File: config.mk
export PLATFORM = sky130hd
export DESIGN_NAME = neighbor_builder
export DESIGN_NICKNAME = d
export VERILOG_FILES = /design/src/rtl/subdiv_pkg.sv /design/src/rtl/nbr_insert.sv /design/src/rtl/neighbor_builder.sv
export SDC_FILE = /design/constraint.sdc
export NUM_CORES = 1
export LEC_CHECK = 0
export ABC_AREA = 1
export BUFFER_PORTS_ARGS = -buffer_cell sky130_fd_sc_hd__buf_2
export CORE_UTILIZATION = 44
export CTS_CLUSTER_DIAMETER = 120
export DETAILED_ROUTE_END_ITERATION = 10
export HOLD_SLACK_MARGIN = 0.15
export PLACE_DENSITY = 0.63
export SLEW_MARGIN = 5
export SYNTH_ARGS = -nofsm -noshare
export SYNTH_HDL_FRONTEND = slang
export SYNTH_HIERARCHICAL = 1
export SYNTH_SLANG_ARGS = --single-unit
File: constraint.sdc
create_clock -name clk -period 6.7 [get_ports clk]
set_input_delay 0.67 -clock clk [delete_from_list [all_inputs] [get_ports clk]]
set_output_delay 0.67 -clock clk [all_outputs]
set_load 0.005 [all_outputs]
File: src/rtl/subdiv_pkg.sv
// subdiv_pkg: shared constants, state encodings and RAM address helpers
// for the subdivision blocks (neighbor_builder, averager).
package subdiv_pkg;
    localparam int ADDR_WIDTH = 9;
    localparam logic [31:0] Q_ONE = 32'h0001_0000;

    typedef enum logic [2:0] {ST_IDLE, ST_CLEAR, ST_FACE_RD, ST_INS, ST_DONE} state_e;
    typedef enum logic [2:0] {IS_IDLE, IS_SCAN, IS_DEC, IS_APPEND, IS_CNT_WR} ins_state_e;

    // Vertices are 1-indexed; slot v starts at (v-1)*max_nbr.
    function automatic logic [31:0] slot_base(input logic [31:0] v, input int max_nbr);
        return (v - 32'd1) * 32'(max_nbr);
    endfunction

    function automatic logic [31:0] vtx_addr(input logic [31:0] v);
        return 32'd3 * (v - 32'd1) + 32'd1;
    endfunction
endpackage

File: src/rtl/nbr_insert.sv
// nbr_insert: one directed neighbour insert u->w into neighbour RAM.
// In IDLE a pending req is already the count read, so inserts run back to back.
module nbr_insert #(
    parameter int MAX_NEIGHBOR_COUNT = 10,
    parameter int ADDR_WIDTH = subdiv_pkg::ADDR_WIDTH
) (
    input  logic                  clk,
    input  logic                  rst,
    input  logic                  req,
    input  logic [31:0]           u,
    input  logic [31:0]           w,
    input  logic [31:0]           RAM_NBR_Do,
    output logic                  ack,
    output logic                  full,
    output logic                  en,
    output logic [ADDR_WIDTH-1:0] a,
    output logic [3:0]            we,
    output logic [31:0]           di
);
    import subdiv_pkg::*;

    ins_state_e r_state, w_next;
    logic [31:0] r_n, r_i, w_base;
    logic        r_match, w_full, w_hit;

    assign w_base = slot_base(u, MAX_NEIGHBOR_COUNT);
    assign w_hit  = RAM_NBR_Do == w;
    assign w_full = !r_match && r_n >= 32'(MAX_NEIGHBOR_COUNT - 1);

    always_comb begin
        w_next = r_state;
        case (r_state)
            IS_IDLE:   w_next = !req ? IS_IDLE : (RAM_NBR_Do == 32'd0) ? IS_DEC : IS_SCAN;
            // The slot-size bound keeps a corrupt count from scanning into other slots.
            IS_SCAN:   w_next = (w_hit || r_i >= r_n || r_i >= 32'(MAX_NEIGHBOR_COUNT - 1)) ? IS_DEC : IS_SCAN;
            IS_DEC:    w_next = (r_match || w_full) ? IS_IDLE : IS_APPEND;
            IS_APPEND: w_next = IS_CNT_WR;
            default:   w_next = IS_IDLE;
        endcase
    end

    always_ff @(negedge clk or posedge rst) begin
        if (rst) begin
            r_state <= IS_IDLE;
            r_n     <= '0;
            r_i     <= '0;
            r_match <= 1'b0;
        end else begin
            r_state <= w_next;
            if (r_state == IS_IDLE && req) begin
                r_n     <= RAM_NBR_Do;
                r_i     <= 32'd1;
                r_match <= 1'b0;
            end
            if (r_state == IS_SCAN) begin
                r_i <= r_i + 32'd1;
                if (w_hit) r_match <= 1'b1;
            end
        end
    end

    assign en   = (r_state == IS_IDLE && req) || r_state == IS_SCAN || r_state == IS_APPEND || r_state == IS_CNT_WR;
    assign a    = r_state == IS_SCAN   ? ADDR_WIDTH'(w_base + r_i) :
                  r_state == IS_APPEND ? ADDR_WIDTH'(w_base + r_n + 32'd1) : ADDR_WIDTH'(w_base);
    assign we   = (r_state == IS_APPEND || r_state == IS_CNT_WR) ? 4'hF : 4'h0;
    assign di   = r_state == IS_APPEND ? w : r_state == IS_CNT_WR ? r_n + 32'd1 : 32'd0;
    assign ack  = (r_state == IS_DEC && (r_match || w_full)) || r_state == IS_CNT_WR;
    assign full = r_state == IS_DEC && w_full;
endmodule

File: src/rtl/neighbor_builder.sv
// neighbor_builder: clears every neighbour slot, then walks the face list and
// inserts both directions of each edge without duplicates.
module neighbor_builder #(
    parameter int MAX_NEIGHBOR_COUNT = 10,
    parameter int ADDR_WIDTH = subdiv_pkg::ADDR_WIDTH
) (
    input  logic                  clk,
    input  logic                  rst,
    input  logic                  start,
    input  logic [31:0]           vertex_count,
    input  logic [31:0]           face_count,
    input  logic [31:0]           RAM_OBJ_Do,
    input  logic [31:0]           RAM_NBR_Do,
    output logic                  RAM_OBJ_EN,
    output logic                  RAM_NBR_EN,
    output logic [ADDR_WIDTH-1:0] RAM_OBJ_A,
    output logic [ADDR_WIDTH-1:0] RAM_NBR_A,
    output logic [3:0]            RAM_OBJ_WE,
    output logic [3:0]            RAM_NBR_WE,
    output logic [31:0]           RAM_OBJ_Di,
    output logic [31:0]           RAM_NBR_Di,
    output logic                  busy,
    output logic                  done,
    output logic                  overflow,
    output logic                  bad_index
);
    import subdiv_pkg::*;

    state_e r_state, w_next;
    logic [31:0] r_v, r_f, r_a, r_b, r_c, w_u, w_w, w_ins_di;
    logic [1:0]  r_k;
    logic [2:0]  r_e;
    logic        w_ack, w_full, w_fbad, w_last, w_ins_en, w_clr, w_ins;
    logic [ADDR_WIDTH-1:0] w_ins_a;
    logic [3:0]  w_ins_we;

    assign w_clr  = r_state == ST_CLEAR;
    assign w_ins  = r_state == ST_INS;
    assign w_fbad = r_a == 32'd0 || r_b == 32'd0 || r_c == 32'd0 ||
                    r_a > vertex_count || r_b > vertex_count || r_c > vertex_count;
    assign w_last = r_f + 32'd1 == face_count;
    // Insert order a->b, b->a, b->c, c->b, c->a, a->c.
    assign w_u = (r_e == 3'd0 || r_e == 3'd5) ? r_a : (r_e <= 3'd2) ? r_b : r_c;
    assign w_w = (r_e == 3'd1 || r_e == 3'd4) ? r_a : (r_e == 3'd0 || r_e == 3'd3) ? r_b : r_c;

    nbr_insert #(.MAX_NEIGHBOR_COUNT(MAX_NEIGHBOR_COUNT), .ADDR_WIDTH(ADDR_WIDTH)) u_ins (
        .clk(clk), .rst(rst), .req(w_ins), .u(w_u), .w(w_w), .RAM_NBR_Do(RAM_NBR_Do),
        .ack(w_ack), .full(w_full), .en(w_ins_en), .a(w_ins_a), .we(w_ins_we), .di(w_ins_di)
    );

    always_comb begin
        w_next = r_state;
        case (r_state)
            ST_IDLE:    if (start) w_next = (vertex_count == 32'd0) ? ST_DONE : ST_CLEAR;
            ST_CLEAR:   if (r_v == vertex_count - 32'd1) w_next = (face_count == 32'd0) ? ST_DONE : ST_FACE_RD;
            ST_FACE_RD: if (r_k == 2'd3) w_next = !w_fbad ? ST_INS : w_last ? ST_DONE : ST_FACE_RD;
            ST_INS:     if (w_ack && r_e == 3'd5) w_next = w_last ? ST_DONE : ST_FACE_RD;
            default:    w_next = ST_IDLE;
        endcase
    end

    always_ff @(negedge clk or posedge rst) begin
        if (rst) begin
            r_state   <= ST_IDLE;
            r_v       <= '0;
            r_f       <= '0;
            r_a       <= '0;
            r_b       <= '0;
            r_c       <= '0;
            r_k       <= '0;
            r_e       <= '0;
            overflow  <= 1'b0;
            bad_index <= 1'b0;
        end else begin
            r_state <= w_next;
            case (r_state)
                ST_IDLE: if (start) begin
                    r_v       <= '0;
                    r_f       <= '0;
                    r_k       <= '0;
                    overflow  <= 1'b0;
                    bad_index <= 1'b0;
                end
                ST_CLEAR: r_v <= r_v + 32'd1;
                ST_FACE_RD: begin
                    r_k <= r_k + 2'd1;
                    r_e <= '0;
                    if (r_k == 2'd0) r_a <= RAM_OBJ_Do;
                    if (r_k == 2'd1) r_b <= RAM_OBJ_Do;
                    if (r_k == 2'd2) r_c <= RAM_OBJ_Do;
                    if (r_k == 2'd3 && w_fbad) begin
                        bad_index <= 1'b1;
                        r_f       <= r_f + 32'd1;
                    end
                end
                ST_INS: if (w_ack) begin
                    r_e <= r_e + 3'd1;
                    if (w_full) overflow <= 1'b1;
                    if (r_e == 3'd5) r_f <= r_f + 32'd1;
                end
                default: ;
            endcase
        end
    end

    assign RAM_OBJ_EN = r_state == ST_FACE_RD && r_k != 2'd3;
    assign RAM_OBJ_A  = RAM_OBJ_EN ? ADDR_WIDTH'(vtx_addr(vertex_count + 32'd1) + 32'd3 * r_f + 32'(r_k)) : '0;
    assign RAM_OBJ_WE = 4'h0;
    assign RAM_OBJ_Di = 32'd0;
    assign RAM_NBR_EN = w_clr || (w_ins && w_ins_en);
    assign RAM_NBR_A  = w_clr ? ADDR_WIDTH'(slot_base(r_v + 32'd1, MAX_NEIGHBOR_COUNT)) :
                        (w_ins && w_ins_en) ? w_ins_a : '0;
    assign RAM_NBR_WE = w_clr ? 4'hF : w_ins ? w_ins_we : 4'h0;
    assign RAM_NBR_Di = w_ins ? w_ins_di : 32'd0;
    assign busy       = w_clr || r_state == ST_FACE_RD || w_ins;
    assign done       = r_state == ST_DONE;
endmodule

==> impl_results.md, run 1 <==
- Peak supply drop: 0.563 mV
- Routed len/inst: 18.6 um
- Aggregate routed wire length: 83000 um
- Pleak: 13.9 nW
- Largest net degree at the start of global routing: 119
- Root Driver: clkbuf_16
- Die width: 228 um
- Yosys warns: 6
- Setup Skew: 0.0144 ns
- H-tree lvl count: 2
- Ant. Diodes: 0
- CTS tree: built
- Status: finished, violations left
- PortBufs: 190
- Failing checks: negative setup slack
- Crit Path Class: register to primary output
- Global placement routability congestion: 0.991
- Max stage delay on crit path: 0.49 ns
- CP arrival: 8.13 ns
- Post-Syn Instances: 3306
- PD cells: 514 nW/um^2
- Max Cap Viol: 0
- Total grt overflow: 0
- Overall Global Routing Usage: 32.1%
- Placed Cells: 4283
- Critical Path Sink Type: primary output
- Initial antenna violation count: 0
- Core area: 50200 um^2
- Min-Delay Path Depth: 1
- Total number of vias: 24038
- Hold EP: bad_index
- Drt first pass iters: 7
- Hpwl dp: 62900 um
- First-pass GRT wire length: 127000 um
- Synth Cell Area: 22400 um^2
- RSZ-0062 raised after global routing: yes
- CTS max path bufs: 3
- Hold WC Path Type: register to register
- Clock Sinks: 238
- Total power draw: 14.8 mW
- Final Core Density: 57.4%
- Worst slew pin tran: 1.19 ns
- Slew Limit Headroom: 20.1%
- Reg2Reg Depth: 31
- Final hold vios: 0
- Worst Path Max Fanout: 8
- CP startpoint kind: register
- CTS buffer count: 34
- Final setup violation count: 47
- Die footprint: 51800 um^2
- IO Pins: 227
- Final #Nets: 4117
- Syn avg cell area: 6.77 um^2
- Hold_sp: bad_index
- Slowest-stage cell, CP: dfrtn_1
- WP data required: 6.03 ns
- Vias in the first global route: 22328
- ANT nets after route: 0
- Clk Latency, worst-skew pair: 0.56 ns
- RR Endpoint: u_ins/r_state[1]
- Fin Hold WS: 0.432 ns
- Initial Util: 44.6%
- Max Slew Vio Count: 0
- DRC: 0
- Most frequent CP cell: ha_4
- Fraction of layout cells with a size suffix above 1: 22.2%
- DR iter-0 viols: 2206
- R2R Path Start: r_e[2]
- Hold buffers post-CTS: 0
- R2r setup slk: 2.48 ns
- Area growth, synth to finish: 28.7%
- Die Y: 228 um
- Non-Filler Instances: 4461
- Drt via density: 5.39
- Final worst slack: -2.10 ns
- Row count: 82
- CTS clk-pin slew, worst paths: 0.04 ns
-- timing repair --
item,in CTS,in global routing
pin swaps,106,90
setup endpoints to repair,48,48
gates resized for setup,208,103
setup buffers,86,41
cloned,7,2
-- power by group --
part           internal [mW]  leakage [nW]  switching, mW
logic                   4.81          10.3           5.54
clock network           1.14         0.553          0.737
registers               1.97          3.08          0.621
-- routing by layer --
metal	vias to the layer above	GRT usage (%)	part of all wire, %	wire [um]
met5	-	0	0	0
li1	11761	-	-	-
met4	0	11.8	3.9	3200
met2	888	49.1	44	36200
met3	166	4.79	7.6	6290
met1	11223	45.6	45	37300
-- state kept, by name (all words and copies together) (netlist names) --
signal,flops
r_a,32
r_b,32
r_c,32
r_f,32
r_v,32
u_ins/r_i,32
u_ins/r_n,32
r_e,3
r_state,3
u_ins/r_state,3
r_k,2
bad_index,1
overflow,1
u_ins/r_match,1
-- cell usage in the layout (no fill, tap or decap), types with 47 or more instances in the layout --
master   instances
a21oi_1        108
buf_2          190
buf_4          253
dfrtn_1        238
ha_1           176
inv_1          381
nand2_1        833
nand3_1        151
nand4_1         80
nor2_1         340
nor4_1          47
o21ai_0        233
xnor2_1         49
xor2_1          69
-- worst max path at each step --
stage,from,endpoint,cells after the start
floorplan,r_e[1],RAM_NBR_A[8],29
detailed placement,r_e[0],RAM_NBR_A[8],25
finish,r_e[0],RAM_NBR_A[8],25
CTS,r_e[0],RAM_NBR_A[8],29
global placement,r_e[0],RAM_NBR_A[8],27
global route,r_e[0],RAM_NBR_A[8],28
-- critical path, delay by kind of cell (launching register included) --
| family | cells | cell delay (ns) |
|---|---|---|
| fa+ha+maj | 5 | 1.20 |
| simple gates | 4 | 0.44 |
| buf+inv | 6 | 0.70 |
| xor+xnor | 2 | 0.40 |
| compound gates | 8 | 0.99 |
| flops | 1 | 0.49 |
-- cell type report --
cell class	instances	area [um^2]
Clock buffer	49	1020
Inverter	419	1590
Fill cell	4777	21400
Timing Repair Buffer	501	3700
Sequential cell	238	5960
Multi-Input combinational cell	2570	15600
Tap cell	672	841
Clock inverter	12	124
-- metrics by stage --
step	setup slack, ns	area [um^2]	TNS (ns)
final	-2.10	28800	-21.35
after global routing	-2.34	28800	-26.09
after CTS	-2.01	28200	-30.22
after detailed placement	-1.69	25500	-9.95
after global placement	-1.68	25500	-9.70
after floorplan	-1.14	22800	-5.20
(Power assumes the default switching activity.)
==> run 2, diff against run 1 <==
--- a/config.mk
+++ b/config.mk
@@ -6,12 +6,12 @@
 export NUM_CORES = 1
 export LEC_CHECK = 0
 export ABC_AREA = 1
-export BUFFER_PORTS_ARGS = -buffer_cell sky130_fd_sc_hd__buf_2
-export CORE_UTILIZATION = 44
+export BUFFER_PORTS_ARGS = -buffer_cell sky130_fd_sc_hd__buf_4
+export CORE_UTILIZATION = 50
 export CTS_CLUSTER_DIAMETER = 120
 export DETAILED_ROUTE_END_ITERATION = 10
 export HOLD_SLACK_MARGIN = 0.15
-export PLACE_DENSITY = 0.63
+export PLACE_DENSITY = 0.7
 export SLEW_MARGIN = 5
 export SYNTH_ARGS = -nofsm -noshare
 export SYNTH_HDL_FRONTEND = slang
==> run 2 against run 1 <==
Compared with the run above: the run still ends with negative setup slack left; critical path type unchanged; worst setup slack improved by 0.012 ns; clock skew increased by 0.00054 ns; critical path depth decreased by 1; utilization increased by 8.1 points; non-clock buffer count decreased by 43; final cell count decreased by 2.8%; critical endpoint unchanged; clock power about the same; first-iteration DRC count increased by 1.2%; sequential power about the same; clock-buffer cell count decreased by 13; via count increased by 2.2%.
==> impl_results.md, run 2 (synthesis results as in run 1) <==
- Status: finished, violations left
- Failing checks: negative setup slack
- Slowest-stage cell, CP: dfrtn_1
- WP data required: 6.03 ns (about the same)
- Drt first pass iters: 7 (unchanged)
- Crit path cell chain: inv_2 -> ha_2 -> a21oi_4 -> o21ai_2 -> o22ai_2 -> inv_2 -> ha_4 -> nand3_4 -> xor2_2 -> ha_1 -> buf_6 -> fa_2 -> xor2_2 -> buf_4 -> ha_4 -> nand2_1 -> o21ai_1 -> a21oi_2 -> nand3b_1 -> nand3_1 -> nand2_1 -> a21oi_2 -> a21oi_2 -> buf_4
- Clk Latency, worst-skew pair: 0.58 ns (+0.02 ns)
- R2R Path Start: r_e[0]
- Buffers & Inverters on Critical Path: 5 (-1)
- Core area: 44200 um^2 (-12%)
- IO Pins: 227 (unchanged)
- DR iter-0 viols: 2232 (+1.2%)
- Overall Global Routing Usage: 36.4% (+4.3 points)
- Clock power frac: 12.6% (about the same)
- Peak supply drop: 0.607 mV (+7.9%)
- DRC: 0 (unchanged)
- Final Core Density: 65.5% (+8.1 points)
- Hold_sp: bad_index
- CTS tree: built
- CTS clk-pin slew, worst paths: 0.05 ns (about the same)
- Initial Util: 50.6% (+6.0 points)
- Global placement routability congestion: 1.04 (+4.9%)
- Crit Path Class: register to primary output
- Final hold vios: 0 (unchanged)
- Hold EP: bad_index
- Total number of vias: 24556 (+2.2%)
- CTS max path bufs: 3 (unchanged)
- Die Y: 214 um (-6.1%)
- Worst slew pin tran: 1.26 ns (+0.0684 ns)
- H-tree lvl count: 1 (-1)
- CTS buffer count: 30 (-12%)
- Die width: 214 um (-6.1%)
- First-pass GRT wire length: 129000 um (+0.87%)
- Worst Path Max Fanout: 7 (-1)
- Final setup violation count: 48 (+2.1%)
- Most common cell after layout, fill and taps aside: nand2_1
- Switch share: 46.8% (+0.29 points)
- Pleak: 13.8 nW (-0.96%)
- Slew Limit Headroom: 15.9% (-4.3 points)
- Row count: 77 (-6.1%)
- Routed len/inst: 19.2 um (+3.3%)
- Setup Skew: 0.0150 ns (+0.000542 ns)
- Net Switching: 6.92 mW (+0.33%)
- Clock Sinks: 238 (unchanged)
- Max stage delay on crit path: 0.45 ns (-0.04 ns)
- Sequential power share: 17.7% (+0.2 points)
- CP arrival: 8.12 ns (about the same)
- Area growth, synth to finish: 29.4%
- Final #Nets: 4070 (-1.1%)
- Fraction of layout cells with a size suffix above 1: 21.7% (-0.44 points)
- CP startpoint kind: register
- Reg2Reg Depth: 30 (-3.2%)
- Max Slew Vio Count: 0 (unchanged)
- Hold buffers post-CTS: 0 (unchanged)
- Total grt overflow: 0 (unchanged)
- Largest net degree at the start of global routing: 72 (-39%)
- Final TNS setup: -25.12 ns (-3.77 ns)
- Top delay family on crit path: adder cells
- Hold WC Path Type: register to register
- Vias in the first global route: 23383 (+4.7%)
- Min-Delay Path Depth: 1 (unchanged)
- ANT nets after route: 0 (unchanged)
- Most frequent CP cell: a21oi_2
- Most frequent cells in the layout: 838 x nand2_1, 400 x buf_4, 382 x inv_1, 324 x nor2_1, 238 x dfrtn_1
- Die footprint: 45600 um^2 (-12%)
- Worst slack at placement: -1.55 ns (+0.139 ns)
- Max Cap Viol: 0 (unchanged)
- Root Driver: clkbuf_16
- Aggregate routed wire length: 83400 um (+0.44%)
- Initial antenna violation count: 4 (+4)
- Final worst slack: -2.09 ns (+0.0119 ns)
- Internal power: 7.85 mW (-0.84%)
- Critical Path Sink Type: primary output
- R2r setup slk: 2.69 ns (+0.21 ns)
- PD cells: 510 nW/um^2 (-0.88%)
- Combinational share of power: 69.7% (-0.2 points)
- PortBufs: 190 (unchanged)
- RSZ-0062 raised after global routing: yes
- RR Endpoint: u_ins/r_state[1]
- Hpwl dp: 63200 um (+0.40%)
- Drt via density: 5.66 (+5.1%)
[run 2: power groups by stage]
| stage | clock, mW | sequential, mW | combinational (mW) |
|---|---|---|---|
| after detailed placement | 0 | 2.57 | 8.33 |
| after global routing | 1.93 | 2.67 | 11.2 |
| after CTS | 1.87 | 2.58 | 9.85 |
| after global placement | 0 | 2.55 | 8.08 |
| final | 1.85 | 2.62 | 10.3 |
| after floorplan | 0 | 2.40 | 5.32 |
[run 2: cell type report]
class                      count  area, um^2
antenna                        3        7.51
sequential                   238        5960
multi-input combinational   2570       15700
clock inverter                20         289
tap                          592         741
clock buffer                  36         825
inverter                     419        1590
fill                        3930       15200
timing repair buffer         458        3900
[run 2: how the worst max path moves through the flow]
stage	start	slack, ns	endpoint	depth (start not counted)
finish	r_e[0]	-2.09	RAM_NBR_A[8]	24
global route	r_e[0]	-2.36	RAM_NBR_A[8]	27
CTS	r_e[0]	-2.02	RAM_NBR_A[8]	28
detailed placement	r_e[0]	-1.55	RAM_NBR_A[8]	24
global placement	r_e[0]	-1.53	RAM_NBR_A[8]	24
floorplan	r_e[1]	-1.14	RAM_NBR_A[8]	29
[run 2: repair_timing]
item / in CTS / in global routing
cloned: 5 / 1
endpoints found under the setup margin: 48 / 48
pin swaps: 148 / 46
gates resized for setup: 276 / 38
setup buffers: 80 / 13
[run 2: through the flow]
step	total power, mW	std cells	cell area, um^2	hold WS, ns
2_1_floorplan	7.71	3341	22800	0.420
3_3_place_gp	10.6	4190	25800	0.452
3_5_place_dp	10.9	4190	25800	0.449
4_1_cts	14.3	4326	28800	0.462
5_1_grt	15.8	4335	29000	0.466
6_report	14.8	4336	29000	0.462
[run 2: routing by layer]
metal  vias up  global-route usage, %  routed length, um
li1      11647                      -                  -
met2      1022                   58.4              37900
met4         2                   13.2               3220
met1     11702                   49.3              35800
met3       183                   6.22               6430
met5         -                      0                  9
